$ cat src/rtl/beat_scheduler_if.sv
// Launch/completion handshake between the beat scheduler and the ball engine.
// master = scheduler side, slave = ball/render engine side.
interface beat_scheduler_if;
  logic        SPAWN_VALID;
  logic        SPAWN_READY;
  logic [2:0]  SPAWN_LANE;
  logic [11:0] SPAWN_COLOR;
  logic        BALL_DONE;
  logic        BALL_HIT;

  modport master (
    output SPAWN_VALID,
    output SPAWN_LANE,
    output SPAWN_COLOR,
    input  SPAWN_READY,
    input  BALL_DONE,
    input  BALL_HIT
  );

  modport slave (
    input  SPAWN_VALID,
    input  SPAWN_LANE,
    input  SPAWN_COLOR,
    output SPAWN_READY,
    output BALL_DONE,
    output BALL_HIT
  );
endinterface

$ cat src/rtl/beat_scheduler.sv
// Rhythm-game session sequencer: tempo latch, beat-spaced ball launches, hit tally.
// Optional BALL_TIMEOUT_EN: a ball unreported after 2*BEAT_LEN ticks counts as a miss.
module beat_scheduler #(
  parameter int unsigned TICK_DIV = 100,
  parameter int unsigned BEAT_120 = 1_000_000,
  parameter int unsigned BEAT_100 = 1_200_000,
  parameter int unsigned BEAT_160 = 750_000,
  parameter int unsigned ROUNDS   = 32
) (
  input  logic                  CLK,
  input  logic                  RST,
  input  logic                  START,
  input  logic [3:0]            CHOICE,
  input  logic [31:0]           MUSIC_DATA,
  output logic [20:0]           BEAT_LEN,
  output logic [7:0]            ROUND,
  output logic [7:0]            HITS,
  output logic                  BUSY,
  output logic                  FINISH,
  beat_scheduler_if.master      spawn
);

  localparam int unsigned PW =
    (TICK_DIV > 1) ? $clog2(TICK_DIV) : 1;
  localparam logic [PW-1:0] PRE_MAX =
    PW'(TICK_DIV - 1);

  typedef enum logic [2:0] {
    S_IDLE,
    S_ARM,
    S_SPAWN,
    S_WAIT,
    S_GAP,
    S_FIN
  } state_e;

  state_e        state_q, state_d;
  logic [PW-1:0] pre_q, pre_d;
  logic [21:0]   cnt_q, cnt_d;
  logic [20:0]   beat_q, beat_d;
  logic [7:0]    round_q, round_d;
  logic [7:0]    hits_q, hits_d;
  logic          valid_q, valid_d;
  logic [2:0]    lane_q, lane_d;
  logic [11:0]   color_q, color_d;
  logic          busy_q, busy_d;
  logic          fin_q, fin_d;

  logic          tick;
  logic [21:0]   cnt_inc;
  logic [20:0]   beat_sel;
  logic [31:0]   rem;

  always_comb begin
    tick    = (pre_q == PRE_MAX);
    pre_d   = tick ? '0 : pre_q + 1'b1;
    cnt_inc = (tick && (cnt_q != '1))
              ? cnt_q + 22'd1 : cnt_q;
    rem     = MUSIC_DATA % 32'd60;

    unique case (CHOICE)
      4'd2:    beat_sel = 21'(BEAT_100);
      4'd3:    beat_sel = 21'(BEAT_160);
      default: beat_sel = 21'(BEAT_120);
    endcase

    state_d = state_q;
    cnt_d   = cnt_q;
    beat_d  = beat_q;
    round_d = round_q;
    hits_d  = hits_q;
    valid_d = valid_q;
    lane_d  = lane_q;
    color_d = color_q;
    busy_d  = busy_q;
    fin_d   = fin_q;

    unique case (state_q)
      S_IDLE, S_FIN: begin
        if (START) begin
          beat_d  = beat_sel;
          round_d = '0;
          hits_d  = '0;
          fin_d   = 1'b0;
          busy_d  = 1'b1;
          state_d = S_ARM;
        end
      end
      S_ARM: begin
        if (rem < 32'd10) begin
          lane_d  = 3'd1;
          color_d = 12'hF00;
        end else if (rem < 32'd20) begin
          lane_d  = 3'd2;
          color_d = 12'hFA0;
        end else if (rem < 32'd30) begin
          lane_d  = 3'd3;
          color_d = 12'hFF0;
        end else if (rem < 32'd40) begin
          lane_d  = 3'd3;
          color_d = 12'h0F0;
        end else if (rem < 32'd50) begin
          lane_d  = 3'd4;
          color_d = 12'h00F;
        end else begin
          lane_d  = 3'd5;
          color_d = 12'hA2F;
        end
        valid_d = 1'b1;
        state_d = S_SPAWN;
      end
      S_SPAWN: begin
        // done pulses here belong to no accepted ball
        if (spawn.SPAWN_READY) begin
          valid_d = 1'b0;
          round_d = round_q + 8'd1;
          cnt_d   = '0;
          state_d = S_WAIT;
        end
      end
      S_WAIT: begin
        cnt_d = cnt_inc;
        if (spawn.BALL_DONE) begin
          hits_d  = hits_q + {7'd0, spawn.BALL_HIT};
          state_d = S_GAP;
        end
`ifdef BALL_TIMEOUT_EN
        else if (cnt_q >= {beat_q, 1'b0}) begin
          state_d = S_GAP;
        end
`endif
      end
      S_GAP: begin
        cnt_d = cnt_inc;
        if (cnt_q >= {1'b0, beat_q}) begin
          if (round_q == 8'(ROUNDS)) begin
            fin_d   = 1'b1;
            busy_d  = 1'b0;
            state_d = S_FIN;
          end else begin
            state_d = S_ARM;
          end
        end
      end
      default: begin
        state_d = S_IDLE;
        busy_d  = 1'b0;
        valid_d = 1'b0;
      end
    endcase
  end

  always_ff @(posedge CLK or negedge RST) begin
    if (!RST) begin
      state_q <= S_IDLE;
      pre_q   <= '0;
      cnt_q   <= '0;
      beat_q  <= '0;
      round_q <= '0;
      hits_q  <= '0;
      valid_q <= 1'b0;
      lane_q  <= '0;
      color_q <= '0;
      busy_q  <= 1'b0;
      fin_q   <= 1'b0;
    end else begin
      state_q <= state_d;
      pre_q   <= pre_d;
      cnt_q   <= cnt_d;
      beat_q  <= beat_d;
      round_q <= round_d;
      hits_q  <= hits_d;
      valid_q <= valid_d;
      lane_q  <= lane_d;
      color_q <= color_d;
      busy_q  <= busy_d;
      fin_q   <= fin_d;
    end
  end

  assign spawn.SPAWN_VALID = valid_q;
  assign spawn.SPAWN_LANE  = lane_q;
  assign spawn.SPAWN_COLOR = color_q;
  assign BEAT_LEN          = beat_q;
  assign ROUND             = round_q;
  assign HITS              = hits_q;
  assign BUSY              = busy_q;
  assign FINISH            = fin_q;

endmodule

$ cat src/flat_wrapper.sv
// flat-port wrapper written by rule: the top's interface ports become plain ports
module beat_scheduler_flat 
#(
  parameter int unsigned TICK_DIV = 100,
  parameter int unsigned BEAT_120 = 1_000_000,
  parameter int unsigned BEAT_100 = 1_200_000,
  parameter int unsigned BEAT_160 = 750_000,
  parameter int unsigned ROUNDS   = 32
)
  (CLK, RST, START, CHOICE, MUSIC_DATA, BEAT_LEN, ROUND, HITS, BUSY, FINISH, spawn_SPAWN_VALID, spawn_SPAWN_LANE, spawn_SPAWN_COLOR, spawn_SPAWN_READY, spawn_BALL_DONE, spawn_BALL_HIT);
  beat_scheduler_if spawn_i ();
  input  logic CLK;
  input  logic RST;
  input  logic START;
  input  logic [3:0] CHOICE;
  input  logic [31:0] MUSIC_DATA;
  output logic [20:0] BEAT_LEN;
  output logic [7:0] ROUND;
  output logic [7:0] HITS;
  output logic BUSY;
  output logic FINISH;
  output wire logic [$bits(spawn_i.SPAWN_VALID)-1:0] spawn_SPAWN_VALID;
  output wire logic [$bits(spawn_i.SPAWN_LANE)-1:0] spawn_SPAWN_LANE;
  output wire logic [$bits(spawn_i.SPAWN_COLOR)-1:0] spawn_SPAWN_COLOR;
  input wire logic [$bits(spawn_i.SPAWN_READY)-1:0] spawn_SPAWN_READY;
  input wire logic [$bits(spawn_i.BALL_DONE)-1:0] spawn_BALL_DONE;
  input wire logic [$bits(spawn_i.BALL_HIT)-1:0] spawn_BALL_HIT;
  assign spawn_SPAWN_VALID = spawn_i.SPAWN_VALID;
  assign spawn_SPAWN_LANE = spawn_i.SPAWN_LANE;
  assign spawn_SPAWN_COLOR = spawn_i.SPAWN_COLOR;
  assign spawn_i.SPAWN_READY = spawn_SPAWN_READY;
  assign spawn_i.BALL_DONE = spawn_BALL_DONE;
  assign spawn_i.BALL_HIT = spawn_BALL_HIT;
  beat_scheduler #(.TICK_DIV(TICK_DIV), .BEAT_120(BEAT_120), .BEAT_100(BEAT_100), .BEAT_160(BEAT_160), .ROUNDS(ROUNDS)) u_core (.CLK(CLK), .RST(RST), .START(START), .CHOICE(CHOICE), .MUSIC_DATA(MUSIC_DATA), .BEAT_LEN(BEAT_LEN), .ROUND(ROUND), .HITS(HITS), .BUSY(BUSY), .FINISH(FINISH), .spawn(spawn_i));
endmodule
$ cat config.mk
export PLATFORM = sky130hd
export DESIGN_NAME = beat_scheduler_flat
export DESIGN_NICKNAME = d
export VERILOG_FILES = /design/src/rtl/beat_scheduler_if.sv /design/src/rtl/beat_scheduler.sv /design/src/flat_wrapper.sv
export SDC_FILE = /design/constraint.sdc
export NUM_CORES = 1
export LEC_CHECK = 0
export BUFFER_PORTS_ARGS = -buffer_cell sky130_fd_sc_hd__buf_2
export CORE_ASPECT_RATIO = 1.2
export CORE_UTILIZATION = 63
export CTS_CLUSTER_DIAMETER = 100
export DETAILED_ROUTE_END_ITERATION = 16
export PLACE_DENSITY = 0.91
export RECOVER_POWER = 100
export SLEW_MARGIN = 10
export SYNTH_ARGS = -nofsm -noshare
export SYNTH_HDL_FRONTEND = slang
export SYNTH_SLANG_ARGS = --single-unit
$ cat constraint.sdc
create_clock -name CLK -period 10.5 [get_ports CLK]
set_clock_uncertainty 0.1 [all_clocks]
set_input_delay 2.1 -clock CLK [delete_from_list [all_inputs] [get_ports CLK]]
set_output_delay 2.1 -clock CLK [all_outputs]
set_load 0.03 [all_outputs]
==> results of run 1 <==
metrics by stage:
stage / worst slack (ps) / util [%] / hold WS (ps) / instances / TNS (ps)
after floorplan: -1910 / - / 355 / 1054 / -12470
after global placement: -2400 / 82.9 / 356 / 1459 / -16040
after detailed placement: -2790 / 82.9 / 380 / 1459 / -18500
after CTS: -2050 / 94.0 / 404 / 1514 / -13700
per-layer routing:
metal,GRT overflow,track usage (%)
met5,0,21.8
met3,1,61.4
met1,1,71.0
met2,0,95.1
met4,4,74.2
synth_stat cells, drive strengths merged (12+ instances only):
| library cell | count | area [sq um] |
|---|---|---|
| mux2i | 14 | 176 |
| nand2b | 13 | 81.3 |
| nand2 | 92 | 350 |
| a211oi | 26 | 215 |
| and2 | 18 | 118 |
| nor2 | 99 | 384 |
| or3 | 13 | 81.3 |
| ha | 23 | 288 |
| nor3 | 38 | 225 |
| dfrtp | 65 | 1630 |
| a21oi | 54 | 278 |
| buf | 34 | 238 |
| a31oi | 24 | 165 |
| nor4 | 14 | 109 |
| o211ai | 17 | 138 |
| nand4 | 18 | 113 |
| a211o | 12 | 105 |
| a21o | 13 | 97.6 |
| o22ai | 13 | 93.8 |
| xor2 | 27 | 244 |
| inv | 43 | 161 |
| clkbuf | 26 | 97.6 |
| and3 | 17 | 106 |
| nand3 | 50 | 250 |
| o21ai | 62 | 337 |
| xnor2 | 22 | 200 |
cells by family after synthesis:
family,share of synthesized area [%]
buffers and inverters,6.06
flip-flops,19.9
AO/OA/AOI/OAI,34.8
multiplexers,3.25
adder cells (fa/ha/maj),4.14
XOR/XNOR,5.70
other,0.0458
AND/OR/NAND/NOR,26.2
timing repair:
item / 4_1_cts
gates resized for setup: 150
pin swaps: 72
cloned: 2
buffers inserted: 38
endpoints found under the setup margin: 7
==> out/results.tsv, run 1 <==
stage	metric	value	unit
outcome	lastStage	global routing	
synthesis	yosys_register_bits	65	
synthesis	syn_area	8190	sq um
outcome	status	did not finish	
cts	clock_path_buffers	2	
die	ios	97	
synthesis	synthCells	1050	
die	dieWidth	106	um
global_route	grt_usage	74.8	%
place	gp_congestion	0.940	
global_route	overflow	6	
place	post_dp_cell_area	10500	sq um
global_route	grt_pass1_wl	77.5	mm
global_route	grt_pass1_vias	13662	
die	rows	45	
die	die_h	127	um
synthesis	ys.flop_type	dfrtp_1	
synthesis	synth_cell_types	118	
synthesis	ys_warn_count	0	
outcome	error	[ERROR GRT-0116] Global routing finished with congestion. Check the congestion regions in the DRC Viewer.	
cts	htreeDepth	3	
die	initial_core_util	64.7	%
place	port_buffers	90	
cts	cts.sinks	65	
cts	hold_buffers	0	
cts	cts_buffers	9	
synthesis	synthArstFlopShare	100	%
global_route	grt_max_degree	66	
synthesis	synth-edff-count	0	
synthesis	ys_seq_area_share	19.9	%
cts	cts-root-buf	clkbuf_16	
synthesis	syn_avg_cell_area	7.80	sq um
place	hpwl	19.5	mm
==> run 2, diff against run 1 <==
--- a/config.mk
+++ b/config.mk
@@ -6,11 +6,9 @@
 export NUM_CORES = 1
 export LEC_CHECK = 0
 export BUFFER_PORTS_ARGS = -buffer_cell sky130_fd_sc_hd__buf_2
-export CORE_ASPECT_RATIO = 1.2
-export CORE_UTILIZATION = 63
-export CTS_CLUSTER_DIAMETER = 100
+export CORE_UTILIZATION = 40
 export DETAILED_ROUTE_END_ITERATION = 16
-export PLACE_DENSITY = 0.91
+export PLACE_DENSITY_LB_ADDON = 0.15
 export RECOVER_POWER = 100
 export SLEW_MARGIN = 10
 export SYNTH_ARGS = -nofsm -noshare
==> run 2 against run 1 <==
Against the previous run: the flow now finishes, with violations (max-capacitance violations, max-slew violations, negative setup slack); synthesized cell count did not move; area after synthesis unchanged.
==> out/results.tsv, run 2 <==
stage	metric	value	unit
die	die_area	21100	sq um
cts	cts_tree	done	
cts	clock_path_buffers	2	
place	post_dp_cell_area	10700	sq um
die	rows	51	
timing	period_share	122	%
global_route	antenna_found_initial	0	
finish	area_growth	55.2	%
synthesis	yosys_register_bits	65	
place	port_buffers	90	
synthesis	synth_common_cells	96 x nor2_1, 90 x nand2_1, 65 x dfrtp_1	
flow_run	maxCapViolCount	2	
global_route	grt_max_degree	66	
die	initial_core_util	41.4	%
worst_setup_path	reg2reg_depth	22	
worst_setup_path	crit_fanout	11	
cts	path_clk_slew	60	ps
timing	period_needed	12780	ps
cts	htreeDepth	3	
worst_setup_path	cp_slowest_cell	or4_4	
worst_setup_path	worstSetupStartpointType	input pin	
synthesis	yosysTopAreaCell	dfrtp_1	
route	vias_per_cell	5.79	
finish	diodes	0	
synthesis	synthArstFlopShare	100	%
die	die_h	145	um
worst_setup_path	critPathKind	input pin to flop	
route	drt_iter0_drc	424	
finish	largest_reg_flops	22	
finish	final_area	12700	sq um
worst_setup_path	cp_slowest_stage_delay	540	ps
global_route	grt_pass1_wl	43.0	mm
route	routed-via-count	9508	
worst_setup_path	end_kind	flop	
finish	drive_gt1_share	42.8	%
finish	nets	1436	
place	hpwl	18.4	mm
cts	cts.sinks	65	
synthesis	syn_area	8190	sq um
timing	setup_tns	-15190	ps
finish	regMostFlops	u_core.cnt_q	
finish	finish.utilization	64.3	%
route	ant_nets	0	
timing	setup_violations	7	
timing	hold_viol_final	0	
min_path	whs_path_depth	1	
cts	hold_buffers	0	
global_route	overflow	0	
cts	cts_buffers	9	
synthesis	synth_top_area_share	19.9	%
timing	fmax	0.0782	GHz
place	gp_congestion	0.884	
synthesis	syn_avg_cell_area	7.80	sq um
route	wl_per_cell	16.5	um
global_route	grt_pass1_vias	9051	
timing	grt_setup_unrepaired	true	
place	dp_slack	-2760	ps
route	remaining_drc_errors	0	
route	wirelength	27.0	mm
timing	fin_ws	-2280	ps
synthesis	synth_area_leaders	dfrtp_1 20%, nor2_1 4.4%, nand2_1 4.1%, ha_1 3.5%, a21oi_1 3.2%	
route	first_pass_iters	5	
die	ios	97	
cts	clk-insertion-delay-late	330	ps
die	dieWidth	145	um
worst_setup_path	crit_top_cell	buf_4	
synthesis	ys.flop_type	dfrtp_1	
worst_setup_path	rrSetupSlack	6350	ps
cts	cts-root-buf	clkbuf_16	
worst_setup_path	cp.arrival	12900	ps
timing	worstMarginPinSlew	3470	ps
synthesis	yosysMostFrequentCell	nor2_1	
outcome	status	finished, violations left	
synthesis	synthCells	1050	
outcome	violations	max-capacitance violations, max-slew violations, negative setup slack	
min_path	holdCritPathClass	flop to flop	
die	coreArea	19800	sq um
worst_setup_path	required	10610	ps
finish	mostFrequentLayoutCells	252 x buf_4, 86 x nor2_1, 81 x nand2_1	
synthesis	ys_warn_count	0	
timing	slew_headroom	-131	%
timing	drv_slew	94	
synthesis	synth_cell_types	118	
synthesis	synth-edff-count	0	
global_route	grt_usage	23.9	%
synthesis	ys_seq_area_share	19.9	%
finish	mostFrequentLayoutCell	buf_4	
==> run 2: repair_timing <==
action | in CTS | in global routing
gates resized for setup | 137 | 112
gates cloned | 2 | 0
buffers inserted | 31 | 29
endpoints found under the setup margin | 7 | 7
pin swaps | 61 | 63
==> run 2: kinds of logic (layout without fill, tap and decap cells) <==
kind of cell             count (synthesis)  after routing  share of synthesized area [%]
other                                    1              5                         0.0458
AND/OR/NAND/NOR                        414            414                           26.2
buffers and inverters                  103            424                           6.06
XOR/XNOR                                50             50                           5.70
flip-flops                              65             65                           19.9
multiplexers                            22             22                           3.25
AO/OA/AOI/OAI                          367            368                           34.8
adder cells (fa/ha/maj)                 28             28                           4.14
==> run 2: layout make-up <==
class | instances | area (sq um)
clock buffers | 10 | 239
clock inverters | 6 | 90.1
fillers | 1708 | 7070
inverters | 43 | 161
multi-input cells | 887 | 7670
flip-flops and latches | 65 | 1630
well taps | 265 | 332
repair buffers | 365 | 2590
==> run 2: per-layer routing <==
metal  GRT usage [%]  wire (um)  vias up
met5               0          0        -
met4            6.79        405        0
met3            2.77       1010       38
met2            42.0      13600      225
met1            30.6      12000     4589
li1                -          -     4656
==> run 2: critical path, delay by kind of cell <==
kind / cells / cell delay [ps]
compound gates: 23 / 5620
simple gates: 10 / 2610
buf+inv: 9 / 1340
mux: 5 / 1120
xor+xnor: 1 / 60
==> run 2: final timing paths <==
kind / start / to
worst max-delay path: MUSIC_DATA[31] / u_core.spawn.SPAWN_COLOR[9]$_DFFE_PN0P_
worst min-delay path: u_core.pre_q[0]$_DFF_PN0_ / u_core.pre_q[0]$_DFF_PN0_
worst max register to register: u_core.BEAT_LEN[13]$_DFFE_PN0P_ / u_core.state_q[0]$_DFFE_PN0P_
worst min register to register: u_core.pre_q[0]$_DFF_PN0_ / u_core.pre_q[0]$_DFF_PN0_
max in group asynchronous: RST / u_core.spawn.SPAWN_COLOR[5]$_DFFE_PN0P_
min in group asynchronous: RST / u_core.BEAT_LEN[18]$_DFFE_PN0P_
==> run 2: metrics by stage <==
step                      std cells  hold slack, ps
after floorplan                1054             355
after global placement         1564             380
after detailed placement       1564             384
after CTS                      1613             394
after global routing           1641             429
final                          1641             392
Power of run 2 is not shown: default switching activity piles up to over one toggle a cycle in this logic, so the estimate is an artifact.
==> run 3, diff against run 2 <==
--- a/config.mk
+++ b/config.mk
@@ -9,7 +9,6 @@
 export CORE_UTILIZATION = 40
 export DETAILED_ROUTE_END_ITERATION = 16
 export PLACE_DENSITY_LB_ADDON = 0.15
-export RECOVER_POWER = 100
 export SLEW_MARGIN = 10
 export SYNTH_ARGS = -nofsm -noshare
 export SYNTH_HDL_FRONTEND = slang
==> run 3 against run 2 <==
Against the previous run: the flow finishes with violations (negative setup slack); sequential share of layout area is 0.083 points lower; first-iteration DRC count fell by 6.1%; flip-flop and latch count unchanged; worst setup slack worse by 13 ps; critical path depth is 1 higher; utilization rose by 0.42 points; final area increased by 0.65%; non-clock buffer count unchanged; critical path type unchanged; critical endpoint unchanged; largest cell class unchanged; highest routed layer unchanged.
==> out/results.tsv, run 3 (same netlist as run 2, synthesis figures left out) <==
stage	metric	value	unit
worst_setup_path	cp_slowest_cell	or4_4	
route	wirelength	26.9	mm
die	die_h	145	um
timing	drv_slew	0	
worst_setup_path	crit_fanout	11	
timing	grt_setup_unrepaired	true	
place	dp_slack	-2760	ps
timing	period_needed	12790	ps
route	drt_iter0_drc	398	
finish	largest_reg_flops	22	
die	initial_core_util	41.4	%
cts	cts_tree	done	
worst_setup_path	cp.arrival	12910	ps
finish	mostFrequentLayoutCells	254 x buf_4, 85 x nor2_1, 84 x buf_2	
worst_setup_path	cp_slowest_stage_delay	540	ps
worst_setup_path	end_kind	flop	
finish	final_cells	1641	
global_route	grt_usage	23.9	%
cts	cts_buffers	9	
worst_setup_path	critPathKind	input pin to flop	
place	hpwl	18.4	mm
timing	fmax	0.0782	GHz
timing	setup_violations	7	
place	gp_congestion	0.884	
worst_setup_path	required	10610	ps
route	ant_nets	0	
timing	fin_ws	-2290	ps
route	remaining_drc_errors	0	
timing	period_share	122	%
worst_setup_path	crit_top_cell	buf_4	
global_route	grt_pass1_wl	43.0	mm
timing	slew_headroom	31.2	%
cts	clock_path_buffers	2	
die	die_area	21100	sq um
die	dieWidth	145	um
timing	hold_viol_final	0	
global_route	grt_max_degree	66	
cts	htreeDepth	3	
place	port_buffers	90	
finish	regMostFlops	u_core.cnt_q	
timing	setup_tns	-15280	ps
finish	nets	1436	
cts	hold_buffers	0	
min_path	holdCritPathClass	flop to flop	
finish	mostFrequentLayoutCell	buf_4	
global_route	overflow	0	
cts	clk-insertion-delay-late	330	ps
route	vias_per_cell	5.82	
flow_run	maxCapViolCount	0	
route	routed-via-count	9558	
place	place_inst	1564	
cts	cts-root-buf	clkbuf_16	
timing	worstMarginPinSlew	1030	ps
die	rows	51	
route	first_pass_iters	5	
cts	cts.sinks	65	
global_route	antenna_found_initial	0	
finish	diodes	0	
die	ios	97	
outcome	violations	negative setup slack	
route	wl_per_cell	16.4	um
worst_setup_path	worstSetupStartpointType	input pin	
finish	finish.utilization	64.7	%
finish	area_growth	56.2	%
finish	drive_gt1_share	46.9	%
outcome	status	finished, violations left	
cts	path_clk_slew	60	ps
die	coreArea	19800	sq um
global_route	grt_pass1_vias	9051	
-- run 3: layout make-up --
class,instances,area [sq um]
clock inverters,6,90.1
fillers,1674,6990
inverters,43,161
multi-input cells,887,7680
flip-flops and latches,65,1630
repair buffers,365,2660
clock buffers,10,239
well taps,265,332
-- run 3: final timing paths --
check	start	to	slack [ps]	depth (start not counted)
setup reg to reg	u_core.BEAT_LEN[13]$_DFFE_PN0P_	u_core.state_q[0]$_DFFE_PN0P_	6350	22
hold / removal	u_core.pre_q[0]$_DFF_PN0_	u_core.pre_q[0]$_DFF_PN0_	390	1
min in group asynchronous	RST	u_core.BEAT_LEN[18]$_DFFE_PN0P_	1850	2
hold reg to reg	u_core.pre_q[0]$_DFF_PN0_	u_core.pre_q[0]$_DFF_PN0_	390	1
setup / recovery	MUSIC_DATA[31]	u_core.spawn.SPAWN_COLOR[9]$_DFFE_PN0P_	-2290	49
max in group asynchronous	RST	u_core.spawn.SPAWN_COLOR[5]$_DFFE_PN0P_	7910	2
-- run 3: per-stage QoR --
step / area (sq um) / hold slack (ps)
2_1_floorplan: 8590 / 355
3_3_place_gp: 10700 / 380
3_5_place_dp: 10700 / 384
4_1_cts: 12000 / 394
5_1_grt: 12800 / 429
6_report: 12800 / 393
-- run 3: metal layers --
layer	share of wire, %	vias up	wire (um)	GRT usage [%]
met5	0	-	0	0
met4	1.5	0	405	6.79
met3	3.9	38	1040	2.77
met2	51	250	13600	42.0
met1	44	4609	11800	30.6
li1	-	4661	-	-
-- run 3: critical path: cells and delay by family --
family,cells,cell delay [ps]
mux,1,300
simple gates,12,3030
compound gates,26,5970
buf+inv,10,1480
-- run 3: what timing repair did --
item                                    CTS  global route
resized for setup                       137           112
cloned                                    2             0
endpoints found under the setup margin    7             7
endpoints found under the hold margin     0             0
pin swaps                                61            63
setup buffers                            31            29
Power of run 3 is left out for the same reason.
